===== config.mk =====
export PLATFORM = sky130hd
export DESIGN_NAME = alu_ctrl_unit_flat
export DESIGN_NICKNAME = d
export VERILOG_FILES = /design/src/rtl/ctrl_pkg.sv /design/src/rtl/alu_ctrl_unit_if.sv /design/src/rtl/ctrl_decode.sv /design/src/rtl/alu_ctrl_unit.sv /design/src/flat_wrapper.sv
export SDC_FILE = /design/constraint.sdc
export NUM_CORES = 1
export LEC_CHECK = 0
export BUFFER_PORTS_ARGS = -buffer_cell sky130_fd_sc_hd__buf_2
export CORE_ASPECT_RATIO = 1.25
export CORE_UTILIZATION = 30
export CTS_CLUSTER_DIAMETER = 80
export DETAILED_ROUTE_END_ITERATION = 8
export HOLD_SLACK_MARGIN = 0.08
export PLACE_DENSITY = 0.65
export SYNTH_ARGS = -nofsm -noshare
export SYNTH_HDL_FRONTEND = slang
export SYNTH_SLANG_ARGS = --single-unit

===== constraint.sdc =====
create_clock -name clk -period 2.9 [get_ports clk]
set_clock_uncertainty 0.2 [all_clocks]
set_input_delay 0.435 -clock clk [delete_from_list [all_inputs] [get_ports clk]]
set_output_delay 0.435 -clock clk [all_outputs]
set_load 0.01 [all_outputs]

===== src/rtl/ctrl_pkg.sv =====
// Shared types and constants for the bus-datapath control unit.
// States, opcodes, IR field positions and instruction classes.
package ctrl_pkg;

   localparam int OPC_HI = 31;
   localparam int OPC_LO = 27;
   localparam int RA_HI  = 26;
   localparam int RA_LO  = 23;
   localparam int RB_HI  = 22;
   localparam int RB_LO  = 19;
   localparam int RC_HI  = 18;
   localparam int RC_LO  = 15;

   typedef enum logic [3:0] {
      S_IDLE = 4'd0,
      S_T0   = 4'd1,
      S_T1   = 4'd2,
      S_T2   = 4'd3,
      S_T3   = 4'd4,
      S_T4   = 4'd5,
      S_T5   = 4'd6,
      S_T6   = 4'd7,
      S_END  = 4'd8,
      S_HALT = 4'd9
   } state_e;

   typedef enum logic [2:0] {
      C_REG3,
      C_MULDIV,
      C_UNARY,
      C_MFHI,
      C_MFLO,
      C_NOP,
      C_HALT,
      C_ILL
   } iclass_e;

   localparam logic [4:0] OP_ADD  = 5'b00011;
   localparam logic [4:0] OP_SUB  = 5'b00100;
   localparam logic [4:0] OP_AND  = 5'b00101;
   localparam logic [4:0] OP_OR   = 5'b00110;
   localparam logic [4:0] OP_ROR  = 5'b00111;
   localparam logic [4:0] OP_ROL  = 5'b01000;
   localparam logic [4:0] OP_SHR  = 5'b01001;
   localparam logic [4:0] OP_SHRA = 5'b01010;
   localparam logic [4:0] OP_SHL  = 5'b01011;
   localparam logic [4:0] OP_DIV  = 5'b01111;
   localparam logic [4:0] OP_MUL  = 5'b10000;
   localparam logic [4:0] OP_NEG  = 5'b10001;
   localparam logic [4:0] OP_NOT  = 5'b10010;
   localparam logic [4:0] OP_MFHI = 5'b11000;
   localparam logic [4:0] OP_MFLO = 5'b11001;
   localparam logic [4:0] OP_NOP  = 5'b11010;
   localparam logic [4:0] OP_HALT = 5'b11011;

endpackage


===== src/rtl/alu_ctrl_unit_if.sv =====
// Control-to-datapath strobe bundle.
// master = control unit, slave = datapath.
interface alu_ctrl_unit_if #(
   parameter int NREG = 16
);
   logic [31:0]     IR;
   logic            mem_rdy;
   logic            PCout, Zlowout, ZHighout;
   logic            HIout, LOout, MDRout;
   logic            MARin, PCin, MDRin, IRin, Yin;
   logic            IncPC, Read, HIin, LOin;
   logic            ZHIin, ZLOin;
   logic [4:0]      operation;
   logic [NREG-1:0] Rout;
   logic [NREG-1:0] enableReg;

   modport master (
      input  IR, mem_rdy,
      output PCout, Zlowout, ZHighout, HIout, LOout, MDRout,
      output MARin, PCin, MDRin, IRin, Yin, IncPC, Read,
      output HIin, LOin, ZHIin, ZLOin,
      output operation, Rout, enableReg
   );

   modport slave (
      output IR, mem_rdy,
      input  PCout, Zlowout, ZHighout, HIout, LOout, MDRout,
      input  MARin, PCin, MDRin, IRin, Yin, IncPC, Read,
      input  HIin, LOin, ZHIin, ZLOin,
      input  operation, Rout, enableReg
   );
endinterface


===== src/rtl/ctrl_decode.sv =====
// Opcode to instruction-class decoder.
module ctrl_decode
   import ctrl_pkg::*;
(
   input  logic [4:0] opc,
   output iclass_e    cls
);

   always_comb begin
      cls = C_ILL;
      case (opc)
         OP_ADD, OP_SUB, OP_AND, OP_OR, OP_ROR,
         OP_ROL, OP_SHR, OP_SHRA, OP_SHL: cls = C_REG3;
         OP_MUL, OP_DIV:                  cls = C_MULDIV;
         OP_NEG, OP_NOT:                  cls = C_UNARY;
         OP_MFHI:                         cls = C_MFHI;
         OP_MFLO:                         cls = C_MFLO;
         OP_NOP:                          cls = C_NOP;
         OP_HALT:                         cls = C_HALT;
         default:                         cls = C_ILL;
      endcase
   end

endmodule


===== src/rtl/alu_ctrl_unit.sv =====
// Hardwired Moore control FSM: fetch T0-T2 then class-specific execute.
// Outputs decode only the registered state and the live IR fields.
module alu_ctrl_unit
   import ctrl_pkg::*;
#(
   parameter int NREG = 16
) (
   input  logic                  clk,
   input  logic                  clr,
   input  logic                  run,
   alu_ctrl_unit_if.master       dp,
   output logic [3:0]            state,
   output logic                  halted,
   output logic                  illegal
);

   state_e     state_q, state_d;
   iclass_e    cls;
   logic [4:0] opc;
   logic [3:0] ra, rb, rc;
   logic       unused_ir;

   assign opc       = dp.IR[OPC_HI:OPC_LO];
   assign ra        = dp.IR[RA_HI:RA_LO];
   assign rb        = dp.IR[RB_HI:RB_LO];
   assign rc        = dp.IR[RC_HI:RC_LO];
   assign unused_ir = ^dp.IR[RC_LO-1:0];

   function automatic logic [NREG-1:0] oh(input logic [3:0] f);
      oh    = '0;
      oh[f] = 1'b1;
   endfunction

   ctrl_decode u_dec (
      .opc (opc),
      .cls (cls)
   );

   always_ff @(posedge clk) begin
      state_q <= state_d;
   end

   always_comb begin
      state_d = state_q;
      unique case (state_q)
         S_IDLE: if (run) state_d = S_T0;
         S_T0:   state_d = S_T1;
         S_T1:   if (dp.mem_rdy) state_d = S_T2;
         S_T2:   state_d = (cls == C_HALT) ? S_HALT :
                           (cls == C_NOP)  ? S_END  : S_T3;
         S_T3:   state_d = (cls inside {C_REG3, C_MULDIV, C_UNARY}) ?
                           S_T4 : S_END;
         S_T4:   state_d = (cls inside {C_REG3, C_MULDIV}) ?
                           S_T5 : S_END;
         S_T5:   state_d = (cls == C_MULDIV) ? S_T6 : S_END;
         S_T6:   state_d = S_END;
         S_END:  state_d = run ? S_T0 : S_IDLE;
         S_HALT: state_d = S_HALT;
         default: state_d = S_IDLE;
      endcase
      if (!clr) state_d = S_IDLE;
   end

   always_comb begin
      dp.PCout     = 1'b0;
      dp.Zlowout   = 1'b0;
      dp.ZHighout  = 1'b0;
      dp.HIout     = 1'b0;
      dp.LOout     = 1'b0;
      dp.MDRout    = 1'b0;
      dp.MARin     = 1'b0;
      dp.PCin      = 1'b0;
      dp.MDRin     = 1'b0;
      dp.IRin      = 1'b0;
      dp.Yin       = 1'b0;
      dp.IncPC     = 1'b0;
      dp.Read      = 1'b0;
      dp.HIin      = 1'b0;
      dp.LOin      = 1'b0;
      dp.ZHIin     = 1'b0;
      dp.ZLOin     = 1'b0;
      dp.Rout      = '0;
      dp.enableReg = '0;
      illegal      = 1'b0;
      unique case (state_q)
         S_T0: begin
            dp.PCout = 1'b1;
            dp.MARin = 1'b1;
            dp.IncPC = 1'b1;
            dp.ZLOin = 1'b1;
         end
         S_T1: begin
            dp.Zlowout = 1'b1;
            dp.PCin    = 1'b1;
            dp.Read    = 1'b1;
            dp.MDRin   = 1'b1;
         end
         S_T2: begin
            dp.MDRout = 1'b1;
            dp.IRin   = 1'b1;
         end
         S_T3: begin
            unique case (cls)
               C_REG3: begin
                  dp.Rout = oh(rb);
                  dp.Yin  = 1'b1;
               end
               C_MULDIV: begin
                  dp.Rout = oh(ra);
                  dp.Yin  = 1'b1;
               end
               C_UNARY: begin
                  dp.Rout  = oh(rb);
                  dp.ZLOin = 1'b1;
               end
               C_MFHI: begin
                  dp.HIout     = 1'b1;
                  dp.enableReg = oh(ra);
               end
               C_MFLO: begin
                  dp.LOout     = 1'b1;
                  dp.enableReg = oh(ra);
               end
               C_ILL:   illegal = 1'b1;
               default: ;
            endcase
         end
         S_T4: begin
            unique case (cls)
               C_REG3: begin
                  dp.Rout  = oh(rc);
                  dp.ZLOin = 1'b1;
               end
               C_MULDIV: begin
                  dp.Rout  = oh(rb);
                  dp.ZLOin = 1'b1;
                  dp.ZHIin = 1'b1;
               end
               C_UNARY: begin
                  dp.Zlowout   = 1'b1;
                  dp.enableReg = oh(ra);
               end
               default: ;
            endcase
         end
         S_T5: begin
            unique case (cls)
               C_REG3: begin
                  dp.Zlowout   = 1'b1;
                  dp.enableReg = oh(ra);
               end
               C_MULDIV: begin
                  dp.ZHighout = 1'b1;
                  dp.HIin     = 1'b1;
               end
               default: ;
            endcase
         end
         S_T6: begin
            dp.Zlowout = 1'b1;
            dp.LOin    = 1'b1;
         end
         default: ;
      endcase
   end

   // The ALU sees the opcode only while Z is being loaded.
   assign dp.operation = (dp.ZLOin || dp.ZHIin) ? opc : 5'd0;
   assign state        = state_q;
   assign halted       = (state_q == S_HALT);

endmodule

===== src/flat_wrapper.sv =====
// flat-port wrapper written by rule: the top's interface ports become plain ports
module alu_ctrl_unit_flat import ctrl_pkg::*;
#(
   parameter int NREG = 16
)
  (clk, clr, run, state, halted, illegal, dp_IR, dp_mem_rdy, dp_PCout, dp_Zlowout, dp_ZHighout, dp_HIout, dp_LOout, dp_MDRout, dp_MARin, dp_PCin, dp_MDRin, dp_IRin, dp_Yin, dp_IncPC, dp_Read, dp_HIin, dp_LOin, dp_ZHIin, dp_ZLOin, dp_operation, dp_Rout, dp_enableReg);
  alu_ctrl_unit_if #(.NREG(NREG)) dp_i ();
  input  logic clk;
  input  logic clr;
  input  logic run;
  output logic [3:0] state;
  output logic halted;
  output logic illegal;
  input wire logic [$bits(dp_i.IR)-1:0] dp_IR;
  input wire logic [$bits(dp_i.mem_rdy)-1:0] dp_mem_rdy;
  output wire logic [$bits(dp_i.PCout)-1:0] dp_PCout;
  output wire logic [$bits(dp_i.Zlowout)-1:0] dp_Zlowout;
  output wire logic [$bits(dp_i.ZHighout)-1:0] dp_ZHighout;
  output wire logic [$bits(dp_i.HIout)-1:0] dp_HIout;
  output wire logic [$bits(dp_i.LOout)-1:0] dp_LOout;
  output wire logic [$bits(dp_i.MDRout)-1:0] dp_MDRout;
  output wire logic [$bits(dp_i.MARin)-1:0] dp_MARin;
  output wire logic [$bits(dp_i.PCin)-1:0] dp_PCin;
  output wire logic [$bits(dp_i.MDRin)-1:0] dp_MDRin;
  output wire logic [$bits(dp_i.IRin)-1:0] dp_IRin;
  output wire logic [$bits(dp_i.Yin)-1:0] dp_Yin;
  output wire logic [$bits(dp_i.IncPC)-1:0] dp_IncPC;
  output wire logic [$bits(dp_i.Read)-1:0] dp_Read;
  output wire logic [$bits(dp_i.HIin)-1:0] dp_HIin;
  output wire logic [$bits(dp_i.LOin)-1:0] dp_LOin;
  output wire logic [$bits(dp_i.ZHIin)-1:0] dp_ZHIin;
  output wire logic [$bits(dp_i.ZLOin)-1:0] dp_ZLOin;
  output wire logic [$bits(dp_i.operation)-1:0] dp_operation;
  output wire logic [$bits(dp_i.Rout)-1:0] dp_Rout;
  output wire logic [$bits(dp_i.enableReg)-1:0] dp_enableReg;
  assign dp_i.IR = dp_IR;
  assign dp_i.mem_rdy = dp_mem_rdy;
  assign dp_PCout = dp_i.PCout;
  assign dp_Zlowout = dp_i.Zlowout;
  assign dp_ZHighout = dp_i.ZHighout;
  assign dp_HIout = dp_i.HIout;
  assign dp_LOout = dp_i.LOout;
  assign dp_MDRout = dp_i.MDRout;
  assign dp_MARin = dp_i.MARin;
  assign dp_PCin = dp_i.PCin;
  assign dp_MDRin = dp_i.MDRin;
  assign dp_IRin = dp_i.IRin;
  assign dp_Yin = dp_i.Yin;
  assign dp_IncPC = dp_i.IncPC;
  assign dp_Read = dp_i.Read;
  assign dp_HIin = dp_i.HIin;
  assign dp_LOin = dp_i.LOin;
  assign dp_ZHIin = dp_i.ZHIin;
  assign dp_ZLOin = dp_i.ZLOin;
  assign dp_operation = dp_i.operation;
  assign dp_Rout = dp_i.Rout;
  assign dp_enableReg = dp_i.enableReg;
  alu_ctrl_unit #(.NREG(NREG)) u_core (.clk(clk), .clr(clr), .run(run), .dp(dp_i), .state(state), .halted(halted), .illegal(illegal));
endmodule

### Word level (Yosys, flattened, before mapping)

Memory sizes are Yosys's and may differ from the RTL's.
Cells that the tools add are included.
W data, S select, Z words.

* register bits: 4
* memory bits (read-only): 96
* input port bits: 36
* output and inout bits: 60
* logic and storage cells: 81
* memories: 1

* $lt $le $gt $ge: 6
* equality and inequality tests: 18
* mux-type cells: 42
* reduce and logical (&&, ||, !) cells: 13

Memory list
* (no name shown): depth 32, bits a word 3, rd ports 1, clocked after Yosys merged registers in 0, write ports 0, line ctrl_decode.sv:11 `case (opc)`

Operator list (number)
* $pmux W16 S2: 3
* $mux W16: 3
* $pmux W16 S3: 1
* $pmux W4 S10: 1
* $mux W4: 7
* $mux W1: 21
* $eq A4 B3 Y1 const B: 4
* $lt A4 B5 Y1 const B: 3
* $demux W1 S4: 3
* $eq A3 B3 Y1 const B: 4
* $ge A4 B1 Y1 const B: 3
* $eq A4 B2 Y1 const B: 2
* $eq A4 B4 Y1 const B: 2
* $reduce_or A2 Y1: 4
* $eq A3 B2 Y1 const B: 2
* $pmux W1 S3: 2
* $mux W5: 1
* $eq A4 B1 Y1 const B: 1
* $logic_not A4 Y1: 1
* $ne A2 B2 Y1 const B: 2
* $eq A3 B1 Y1 const B: 1
* $logic_and A1 B1 Y1: 3
* $logic_not A3 Y1: 1
* $reduce_bool A3 Y1: 1
* other kinds (3): 3

### Longest topological paths before layout

An unclocked memory read counts as a cell.

* depth in word-level cells: 7
* depth in mapped cells: 10
* gate-level depth less buffers: 8

### Cells and area by module

A second synthesis with hierarchy kept.

* cell total of the unflattened synthesis: 223
* area, all modules: 1566.5 sq um

Modules (own cells, without submodules)
* alu_ctrl_unit: times used 1, cells each 202, area an instance 1436.4 sq um, seq. area each 80.1 sq um
* ctrl_decode: times used 1, cells each 21, area an instance 130.1 sq um, seq. area each 0.0 sq um

### Worst setup path before layout

No wires, ideal clock.

* path type: input-to-output
* start point: input dp_IR[27]
* end point: output dp_ZHighout
* data arrival time: 2.459 ns
* data required time: 2.265 ns
* path slack: -0.194 ns
* stages: 8
* buffers on the path: 2
* path through: inv_1 ha_1 or3b_2 nand4_4 o31ai_2 clkbuf_1 nor4_1 buf_4

* cells in the longest elaborated chain, start to end: 4

RTL lines
* start, declared: line flat_wrapper.sv:14 `input wire logic [$bits(dp_i.IR)-1:0] dp_IR;`
* $mem_v2 Z32 W3
* $eq A3 B1 Y1
* $mux W1 (2 in a row)
* end, declared: line flat_wrapper.sv:18 `output wire logic [$bits(dp_i.ZHighout)-1:0] dp_ZHighout;`

Every way passes these cells.

### Final worst setup path

* start point: input dp_IR[28]
* end point: output dp_enableReg[12]

* cells in the longest elaborated chain, start to end: 5
* elaborated cells on any way between the ends: 10
* classes of those cells: eq/ne: 3; mux: 4; reduce/logical: 2; memory: 1

RTL lines
* $mem_v2 Z32 W3 *
* $eq A3 B2 Y1 / $eq A3 B3 Y1 (equally long branches): line alu_ctrl_unit.sv:103 `unique case (cls)`
* $reduce_or A2 Y1 (no source line)
* $mux W16
* $pmux W16 S3 *: line alu_ctrl_unit.sv:85 `unique case (state_q)`
* end, declared: line flat_wrapper.sv:35 `output wire logic [$bits(dp_i.enableReg)-1:0] dp_enableReg;`

Every way passes the cells marked *; elsewhere a longest branch is shown, timed or not.

==> results.cfg <==
[outcome]
status = complete, but fails checks
violations = setup timing

[finish]
final_nets = 412
fin_util = 0.531
final_cells = 434
drive_gt1_frac = 0.500
final_cell_area_um2 = 2740
area_delta_synth_final_pct = 68.7
antenna_cells = 0
largest_reg_flops = 4

[critical_path]
required_ns = 2.27
path_cells = buf_8 > inv_4 > ha_4 > buf_6 > or3_4 > a21oi_4 > nand3_2 > a211oi_4 > buf_4 > nor2_4 > nor4_1 > buf_2
critPathSlowestCell = or3_4
arrival_ns = 2.44
cp-start-kind = input port
max_stage_delay_ns = 0.39
critical_path_class = input port to output pin
crit_fanout = 8
cp-end-kind = output pin

[placed_design]
routabilityCongestion = 0.887
placedCellCount = 413
placement.io_buffers = 80
post_dp_cell_area_um2 = 2260
place_hpwl_um = 4700
dp_slack_ns = -0.475

[clock_tree]
cts_root_buf = clkbuf_8
cts_tree = done
cts_buffers = 3
cts_hold_buf = 0
cts_buffer_depth = 2
htreeDepth = 1
clkSinkCount = 4
cts.clk_slew.worst_paths_ns = 0.03
clock_latency_ns = 0.21

[global_routing]
globalRouteOverflowTotal = 0
grt.total_usage = 0.224
grt_pass1_wl_um = 10300
grt_pass1_vias = 2219
antenna_found_initial = 0
grt_start_max_net_pins = 18

[sta]
worst_slew_pin_slew_ns = 0.740
fmax_ghz = 0.325
slew_headroom = 0.500
min_period_ns = 3.08
setup_ws_ns = -0.180
rsz0062_at_grt = yes
fin_tns_setup_ns = -3.86
finalMaxSlewViolations = 0
finalSetupViolations = 38
finalHoldViolCount = 0
holdWs_ns = 0.301
period_share = 1.06

[pwr]
powerDensity_nw_per_um2 = 213
pwr-share-seq = 0.139
vdd_ir_drop_max_uv = 110
p_int_uw = 320
p_switching_uw = 263
clkPwrFrac = 0.196
power.share.combinational = 0.665
p_total_uw = 584
p_leak_nw = 1.11
p_sw_frac = 0.451

[synthesis]
yosysSeqAreaShare = 0.0494
yosysMostFrequentCell = nor3_1
synth_edf_count = 0
ys_top_cells_by_area = nor3_1, o221ai_1, nand2_1, nand2b_1, nor2_1
synth_cell_types = 55
synthFlopType = dfxtp_1
synth_area_um2 = 1620
synth_common_cells = nor3_1, nand2_1, nor2_1
syn-num-nets = 303
synth_top_area_share = 0.102
async_reset_ff_frac = 0
synthCells = 265
yosysWarnings = 0
ys_ff_latch = 4
avgSynthCellArea_um2 = 6.12
synth_largest_area_cell = nor3_1

[detailed_routing]
dr.first_iter.drc_count = 166
drc = 0
vias = 2506
wire_per_inst_um = 15.3
dr.pass1.iters = 5
vias_per_cell = 5.77
ant_nets = 0
wirelength_um = 6650

[run]
cap_violations = 0

[floorplan]
core_area_um2 = 5150
start_util = 0.315
dieWidth_um = 67.8
die-height_um = 84.2
die-area_um2 = 5710
core.rowCount = 29
pin_count = 96

[worst_hold_path]
hp-class = input port to flop
[metal layers]
metal  share of wire  vias to the layer above  global-route usage
li1                -                     1213                   -
met1            0.42                     1155               0.296
met2            0.49                      119               0.378
met3           0.065                       19              0.0204
met4           0.022                        0              0.0600
met5               0                        -                   0
[cell usage in the layout (no fill, tap or decap), types with 3 or more instances in the layout]
cell type  netlist  layout
buf_2            3      78
buf_4            8      42
nand2_1         25      25
nor2_1          22      21
nor3_1          33      21
nand2b_1        14      14
o21ai_0         15      14
nor3_2           1      12
nand3_1         11      10
o221ai_1        13       9
a21oi_1         10       7
nor4_2           1       7
nand3b_1         6       6
nor2b_1          6       6
buf_6            1       6
and2_1           5       5
nor4_1          12       5
inv_1            6       4
or3_1            5       4
o221ai_2         1       4
nor3b_1          4       4
o21ai_1          4       4
dfxtp_1          4       4
o211ai_1         3       3
clkbuf_8         0       3
buf_12           0       3
[cells by family (layout without fill, tap and decap cells)]
kind of cell / count (synthesis) / in the layout / synth area share
xor gates and xnor gates: 1 / 1 / 0.00540
adders and majority gates: 2 / 2 / 0.0154
DFF: 4 / 4 / 0.0494
and+or+nand+nor: 160 / 161 / 0.547
buffers and inverters: 34 / 140 / 0.105
AOI/OAI and AO/OA: 64 / 64 / 0.278
[area by class of cell]
class	count	area, µm²
Fill cell	496	2420
Multi-Input combinational cell	228	1650
Timing Repair Buffer	131	863
Sequential cell	4	80.1
Tap cell	62	77.6
Clock buffer	3	41.3
Inverter	6	27.5
[final timing paths]
kind,slack [ns],startpoint,end,cells after the start
max,-0.18,dp_IR[28],dp_enableReg[12],12
min,0.30,clr,u_core.state[1],3
max reg2reg,0.73,u_core.state[1],u_core.state[2],7
min reg2reg,0.47,u_core.state[0],u_core.state[1],2
[power groups by stage]
stage          Combinational (mW)  Sequential [mW]  Clock, mW
2_1_floorplan               0.215           0.0704          0
3_3_place_gp                0.312           0.0799          0
3_5_place_dp                0.315           0.0795          0
4_1_cts                     0.367           0.0800      0.116
5_1_grt                     0.423           0.0829      0.119
6_report                    0.388           0.0810      0.115
[worst max-delay path, delay by kind of cell]
family                   cells  cell delay [ns]
adder cells (fa/ha/maj)      1             0.15
AND/OR/NAND/NOR              4             0.74
AO/OA/AOI/OAI                2             0.54
buffers and inverters        5             0.57
[timing repair]
| action | 4_1_cts | 5_1_grt |
|---|---|---|
| pin swaps | 22 | 20 |
| gates cloned | 1 | 0 |
| gates resized for setup | 43 | 16 |
| setup endpoints to repair | 42 | 41 |
| buffers inserted | 9 | 9 |
No activity file was read; power rests on OpenSTA's default activity.
